[config.mk]
export PLATFORM = sky130hd
export DESIGN_NAME = imm_ext_pipe
export DESIGN_NICKNAME = d
export VERILOG_FILES = /design/src/rtl/imm_ext_pipe.sv
export SDC_FILE = /design/constraint.sdc
export NUM_CORES = 1
export LEC_CHECK = 0
export CORE_ASPECT_RATIO = 1.75
export CORE_MARGIN = 2
export CORE_UTILIZATION = 50
export DETAILED_ROUTE_END_ITERATION = 7
export PLACE_DENSITY = 0.8
export SETUP_SLACK_MARGIN = 0.05
export SYNTH_ARGS = -nofsm -noshare
export SYNTH_HDL_FRONTEND = slang
export SYNTH_SLANG_ARGS = --single-unit
[constraint.sdc]
create_clock -name clk -period 4.1 [get_ports clk]
set_input_delay 0.82 -clock clk [delete_from_list [all_inputs] [get_ports clk]]
set_output_delay 0.82 -clock clk [all_outputs]
set_load 0.01 [all_outputs]
[src/rtl/imm_ext_pipe.sv]
// Decode-stage immediate generator: extracts and extends the immediate of a 32-bit
// instruction word, then holds it in a 2-entry skid buffer with flush support.
module imm_ext_pipe #(
    parameter int XLEN  = 32,
    parameter int TAG_W = 5
) (
    input  logic             clk,
    input  logic             rstn,
    input  logic             in_valid,
    output logic             in_ready,
    input  logic [31:0]      in_instr,
    input  logic [2:0]       in_sel,
    input  logic [TAG_W-1:0] in_tag,
    input  logic             flush,
    output logic             out_valid,
    input  logic             out_ready,
    output logic [XLEN-1:0]  out_imm,
    output logic [TAG_W-1:0] out_tag
);

    localparam logic [2:0] SEL_I     = 3'd0;
    localparam logic [2:0] SEL_SHAMT = 3'd1;
    localparam logic [2:0] SEL_S     = 3'd2;
    localparam logic [2:0] SEL_B     = 3'd3;
    localparam logic [2:0] SEL_U     = 3'd4;
    localparam logic [2:0] SEL_J     = 3'd5;
    localparam logic [2:0] SEL_ZIMM  = 3'd6;

    logic [XLEN-1:0]  imm_new;
    logic             in_fire;
    logic             out_fire;

    logic             main_valid_q, main_valid_d;
    logic [XLEN-1:0]  main_imm_q,   main_imm_d;
    logic [TAG_W-1:0] main_tag_q,   main_tag_d;
    logic             skid_valid_q, skid_valid_d;
    logic [XLEN-1:0]  skid_imm_q,   skid_imm_d;
    logic [TAG_W-1:0] skid_tag_q,   skid_tag_d;

    // The opcode field plays no part in immediate selection.
    logic unused_opcode;
    assign unused_opcode = ^in_instr[6:0];

    // Signed size casts replicate instr[31] up to XLEN without zero-width replications.
    always_comb begin
        // NOTE: a default assignment first in every always_comb keeps all paths
        // assigned, so no latch can be inferred.
        imm_new = '0;
        case (in_sel)
            SEL_I:     imm_new = XLEN'($signed(in_instr[31:20]));
            SEL_SHAMT: begin
                if (XLEN == 64) imm_new = XLEN'(in_instr[25:20]);
                else            imm_new = XLEN'(in_instr[24:20]);
            end
            SEL_S:     imm_new = XLEN'($signed({in_instr[31:25], in_instr[11:7]}));
            SEL_B:     imm_new = XLEN'($signed({in_instr[31], in_instr[7], in_instr[30:25],
                                                in_instr[11:8], 1'b0}));
            SEL_U:     imm_new = XLEN'($signed({in_instr[31:12], 12'b0}));
            SEL_J:     imm_new = XLEN'($signed({in_instr[31], in_instr[19:12], in_instr[20],
                                                in_instr[30:21], 1'b0}));
            SEL_ZIMM:  imm_new = XLEN'(in_instr[19:15]);
            default:   imm_new = '0;
        endcase
    end

    // in_ready comes straight from a flop, so out_ready never reaches it combinationally.
    assign in_ready  = !skid_valid_q;
    assign in_fire   = in_valid && in_ready;
    assign out_fire  = main_valid_q && out_ready;

    assign out_valid = main_valid_q;
    assign out_imm   = main_imm_q;
    assign out_tag   = main_tag_q;

    always_comb begin
        main_valid_d = main_valid_q;
        main_imm_d   = main_imm_q;
        main_tag_d   = main_tag_q;
        skid_valid_d = skid_valid_q;
        skid_imm_d   = skid_imm_q;
        skid_tag_d   = skid_tag_q;

        if (flush) begin
            // Squash wins over everything; the entry offered this cycle is dropped.
            main_valid_d = 1'b0;
            skid_valid_d = 1'b0;
        end else if (!main_valid_q || out_fire) begin
            if (skid_valid_q) begin
                main_valid_d = 1'b1;
                main_imm_d   = skid_imm_q;
                main_tag_d   = skid_tag_q;
                skid_valid_d = in_fire;
                skid_imm_d   = imm_new;
                skid_tag_d   = in_tag;
            end else if (in_fire) begin
                main_valid_d = 1'b1;
                main_imm_d   = imm_new;
                main_tag_d   = in_tag;
            end else begin
                main_valid_d = 1'b0;
            end
        end else if (in_fire) begin
            skid_valid_d = 1'b1;
            skid_imm_d   = imm_new;
            skid_tag_d   = in_tag;
        end
    end

    always_ff @(posedge clk) begin
        // NOTE: sequential state is always updated with non-blocking assignments so
        // every flop samples the pre-edge values regardless of statement order.
        if (!rstn) begin
            main_valid_q <= 1'b0;
            main_imm_q   <= '0;
            main_tag_q   <= '0;
            skid_valid_q <= 1'b0;
        end else begin
            main_valid_q <= main_valid_d;
            main_imm_q   <= main_imm_d;
            main_tag_q   <= main_tag_d;
            skid_valid_q <= skid_valid_d;
        end
    end

    // NOTE: skid payload needs no reset; it is never observed unless skid_valid_q is set.
    always_ff @(posedge clk) begin
        skid_imm_q <= skid_imm_d;
        skid_tag_q <= skid_tag_d;
    end

endmodule
==> metrics.txt, run 1 <==
outcome finished, final reports clean; Site Rows 40; Place WS 1.01 ns; CTS tree built; DR DRC count 0; Max FO, Critical Path 19; first-pass GRT wire length 13500 um; final setup vio count 0; setup TNS 0 ns; # nets final 437; WL final 8540 um; iteration-0 DRC count of the detailed router 203; Sequential Area 1890 sq um; commonest cells after routing, fill and taps aside 75 x clkdlybuf4s50_1, 40 x nand2_1, 39 x dfxtp_1, 38 x o21ai_0, 37 x edfxtp_1; Mapped Area 3540 sq um; Distinct cells, synth 40; RSZ-0062 raised after global routing no; CP max stage delay 0.82 ns; Post-Syn Nets 380; H-tree depth 3; number of flops mapped to enable cells by yosys 37; Bufs on Longest Clock Path 2; design area 4570 sq um; worst endpoint data arrival time 3.08 ns; Synth-to-Final Area Change 29.2%; GRT Total Usage 23.2%; Max VDD drop 0.268 mV; GP Congestion 0.767; commonest non-fill, non-tap cell in the layout clkdlybuf4s50_1; Fmax 357 MHz; total die area 7800 sq um; Syn Inst Count 335; largest net degree at the start of global routing 65; final worst-path cycle share 68.4%; kind of critical path in -> reg; worst path bufs/invs 1; footprint of the multi-input gates 1470 sq um; area of the core 6860 sq um; CTS Root Cell clkbuf_16; worst setup margin 1.30 ns; Worst Path Required 4.37 ns; Slowest-stage cell, CP clkdlybuf4s50_1; via count 2857; Post-synth ARST share 0%; n_diodes 0; Top delay family on crit path simple AND/OR/NAND/NOR gates; initial antenna violation count 0; # clock sinks 76; #FFs+latches synth 76; Routed Antenna Nets 0; die height 115 um; Leakage 1.62 nW; Tot Pwr 1.82 mW; fill count 569; post-CTS sizing 0; minimum clock period 2.80 ns; ordered list of cells on the worst path clkdlybuf4s50_1, nand2b_1, or2_2, o211ai_1, a41o_1; WHS 0.456 ns; WHS Path Cells 2; CP Launch Type input port; worst-margin pin slew 1.10 ns; CTS Hold Bufs 0; HP Class reg -> reg; final slew viol count 0; # port buffers 76; Levels on crit path 5; Post-CTS Setup Repair Bufs 0; GR Overflow Total 0; later-pin clock latency in the skew report 0.33 ns; starting density of the core 51.6%; Synth Warn # 0; die width 67.6 um; Syn Area/Cell 10.6 sq um; vias in the first global route 2747; share of layout cells above drive strength 1 6.80%; Critical Path End Type register; post-synthesis sequential area ratio 53.4%; dpl cell area 4280 sq um; clock buffer count from CTS 9; Pwr per Cell Area 398 nW/um^2; Vias/cell 5.94; worst clock skew 0.00557 ns; CTS clk-pin slew, worst paths 0.06 ns; endpoints failing hold 0; Max Cap Viol 0; DR WL/cell 17.7 um; DP Wirelength 5570 um; drt first pass iters 5; I/O Pins 84; worst r2r path cells 6; ys flop type dfxtp_1; Slew headroom 26.6%
-- power by group --
group	internal [mW]	switching (mW)	leakage [nW]
Clock	0.483	0.286	0.147
Sequential	0.822	0.0102	0.659
Combinational	0.106	0.113	0.815
Total	1.41	0.409	1.62
-- registers in the layout, summed over array words and instances, names as in the netlist --
signal        count
skid_imm_q       32
out_imm          32
skid_valid_q      1
out_valid         1
skid_tag_q        5
out_tag           5
-- kinds of logic after synthesis --
family | Yosys count | share of synthesized area (%)
AOI/OAI and AO/OA | 104 | 21.1
and+or+nand+nor | 96 | 14.1
DFF | 76 | 53.4
buffers and inverters | 38 | 5.48
muxes | 20 | 5.65
xor gates and xnor gates | 1 | 0.247
-- per-layer routing --
metal  share of wire, %  wire, um  vias to the layer above  GRT usage [%]
li1                   -         -                     1383              -
met3                4.4       372                       20           4.01
met2                 54      4580                       91           38.3
met1                 39      3330                     1363           28.3
met4                2.9       244                        0           12.0
met5                  0         0                        -              0
-- synthesized netlist by cell type (2+ instances only) --
library cell   n  share of area, %
and2_1         6               1.1
o2111ai_1     20               4.9
o211a_1        5               1.4
a21oi_1        2              0.28
nand2b_1      17               3.0
clkbuf_1      18               1.9
edfxtp_1      37                31
o21ai_0       38               5.4
o21ai_1        3              0.42
nor2b_1        2              0.35
nand2_1       40               4.2
nand3_1        8               1.1
mux2i_1       20               5.7
nor2_1         6              0.64
nand4b_1       2              0.49
a221o_1        4               1.1
buf_2         14               2.0
o2bb2ai_1      8               2.0
buf_6          4               1.3
a22oi_1        3              0.64
dfxtp_1       39                22
o221ai_1      10               2.5
and3_1         6               1.1
a31oi_1        7               1.2
-- final cells by class --
type | count | area share, %
clock inverters | 5 | 1.09
flip-flops and latches | 76 | 41.4
multi-input cells | 221 | 32.2
well taps | 84 | 2.30
repair buffers | 83 | 17.7
inverters | 1 | 0.0821
clock buffers | 11 | 5.31
-- stage by stage --
step | cells | util, %
after global placement | 465 | 62.4
after CTS | 481 | 66.7
final | 481 | 66.7
after detailed placement | 465 | 62.4
after global routing | 481 | 66.7
after floorplan | 335 | -
-- worst register-to-register path, delay by kind of cell (launching register included) --
family | cells | cell delay (ns)
buffers and inverters | 4 | 1.15
flip-flops | 1 | 0.36
AND/OR/NAND/NOR | 1 | 0.19
AO/OA/AOI/OAI | 1 | 0.14
-- path summary, 6_finish.rpt --
check	start	to	slack (ns)
worst max-delay path	in_instr[31]	out_imm[30]	1.30
worst min register to register	out_imm[0]	out_imm[0]	0.46
worst min-delay path	out_imm[0]	out_imm[0]	0.46
worst max register to register	skid_valid_q	skid_imm_q[21]	1.88
(Power assumes the default switching activity.)
==> run 2: changes to the inputs <==
- CORE_UTILIZATION: 50 -> 45
- PLACE_DENSITY: 0.8 -> 0.76
- clock period: 4.1 -> 2.3 ns (I/O delays scaled with it)
==> run 2 against run 1 <==
Via count increased by 1.6%. Final cell count increased by 3.3%. Clock skew decreased by 0.0025 ns. Design area increased by 3.4%. Routed wire length increased by 0.68%. First-iteration DRC count increased by 10%. Sequential power increased by 78%. Worst hold slack got worse by 0.0036 ns. Largest cell class unchanged. Highest routed layer unchanged.
==> metrics.txt, run 2 (synthesis results as in run 1) <==
WHS Path Cells 2; later-pin clock latency in the skew report 0.33 ns; Fmax 492 MHz; Critical Path End Type primary output; Leakage 1.69 nW; area of the core 7620 sq um; worst path bufs/invs 2; iteration-0 DRC count of the detailed router 224; final worst-path cycle share 88.4%; DP Wirelength 6090 um; outcome finished, final reports clean; WHS 0.452 ns; drt first pass iters 4; n_diodes 0; HP Class reg -> reg; largest net degree at the start of global routing 37; final setup vio count 0; Post-CTS Setup Repair Bufs 0; minimum clock period 2.03 ns; post-CTS sizing 0; kind of critical path reg -> out; first-pass GRT wire length 13600 um; WL final 8590 um; CP max stage delay 0.52 ns; fill count 635; Max Cap Viol 0; CTS Hold Bufs 0; RSZ-0062 raised after global routing no; vias in the first global route 2767; GR Overflow Total 0; Routed Antenna Nets 0; Top delay family on crit path buffers and inverters; clock buffer count from CTS 9; # port buffers 76; total die area 8620 sq um; starting density of the core 46.5%; endpoints failing hold 0; Sequential Area 1890 sq um; worst endpoint data arrival time 1.57 ns; Worst Path Required 1.84 ns; worst r2r path cells 5; worst min-delay path startpoint out_imm[16]; Site Rows 42; end of the worst hold path out_imm[16]; DR WL/cell 17.3 um; via count 2903; GRT Total Usage 20.5%; Synth-to-Final Area Change 33.6%; CP Launch Type register; die width 71.1 um; GP Congestion 0.849; Vias/cell 5.84; footprint of the multi-input gates 1470 sq um; initial antenna violation count 0; commonest non-fill, non-tap cell in the layout clkdlybuf4s50_1; Reg2Reg Capture Point out_imm[20]; I/O Pins 84; Max VDD drop 0.398 mV; Pwr per Cell Area 694 nW/um^2; CTS tree built; final slew viol count 0; # nets final 449; reg-to-reg slack, setup 0.65 ns; Max FO, Critical Path 10; CTS Root Cell clkbuf_16; CTS clk-pin slew, worst paths 0.05 ns; # clock sinks 76; ordered list of cells on the worst path inv_1, clkdlybuf4s50_1; Bufs on Longest Clock Path 2; reg-to-reg startpoint skid_valid_q; commonest cells after routing, fill and taps aside 75 x clkdlybuf4s50_1, 40 x nand2_1, 39 x dfxtp_1, 38 x o21ai_0, 37 x edfxtp_1; H-tree depth 3; worst-margin pin slew 0.804 ns; worst clock skew 0.00305 ns; share of layout cells above drive strength 1 9.29%; Slew headroom 46.0%; setup TNS 0 ns; DR DRC count 0; die height 121 um; Slowest-stage cell, CP clkdlybuf4s50_1
==> run 2: layer usage <==
metal / share of wire, % / track usage (%)
met1: 40 / 24.2
met3: 4.9 / 4.65
met4: 3.8 / 11.3
met5: 0 / 0
met2: 52 / 34.1
==> run 2: final cells by class <==
class	count	share of cell area (%)
inverters	1	0.0794
clock buffers	16	6.40
repair buffers	95	20.1
flip-flops and latches	76	40.0
well taps	88	2.33
multi-input cells	221	31.1
==> run 2: worst max path at each step <==
| stage | start | endpoint | slack, ns | depth (start not counted) |
|---|---|---|---|---|
| 4_1_cts | skid_valid_q | in_ready | 0.24 | 2 |
| 6_report | skid_valid_q | in_ready | 0.27 | 2 |
| 3_3_place_gp | in_sel[0] | out_imm[5] | 0.14 | 5 |
| 3_5_place_dp | in_sel[0] | out_imm[6] | 0.05 | 5 |
| 2_1_floorplan | skid_valid_q | skid_imm_q[0] | 0.26 | 4 |
| 5_1_grt | skid_valid_q | in_ready | 0.16 | 2 |
==> run 2: tightest hold or removal path, stage by stage (launching register included) <==
cell and delay [ns]:
dfxtp_1 0.30, nand2_1 0.05, o21ai_0 0.06
==> run 2: where the power goes <==
| part | leakage [nW] | total, mW | switching (mW) | internal [mW] |
|---|---|---|---|---|
| Clock | 0.148 | 1.39 | 0.504 | 0.886 |
| Sequential | 0.659 | 1.48 | 0.0190 | 1.46 |
| Combinational | 0.885 | 0.410 | 0.202 | 0.208 |
==> run 2: stage by stage <==
stage	instances	util [%]	worst slack [ns]	cell area, sq um	total power, mW
floorplan	335	-	0.260	3550	1.72
global placement	481	58.1	0.145	4430	1.91
detailed placement	481	58.1	0.0455	4430	1.92
CTS	497	62.1	0.242	4730	3.31
global route	497	62.1	0.162	4730	3.41
finish	497	62.1	0.266	4730	3.28
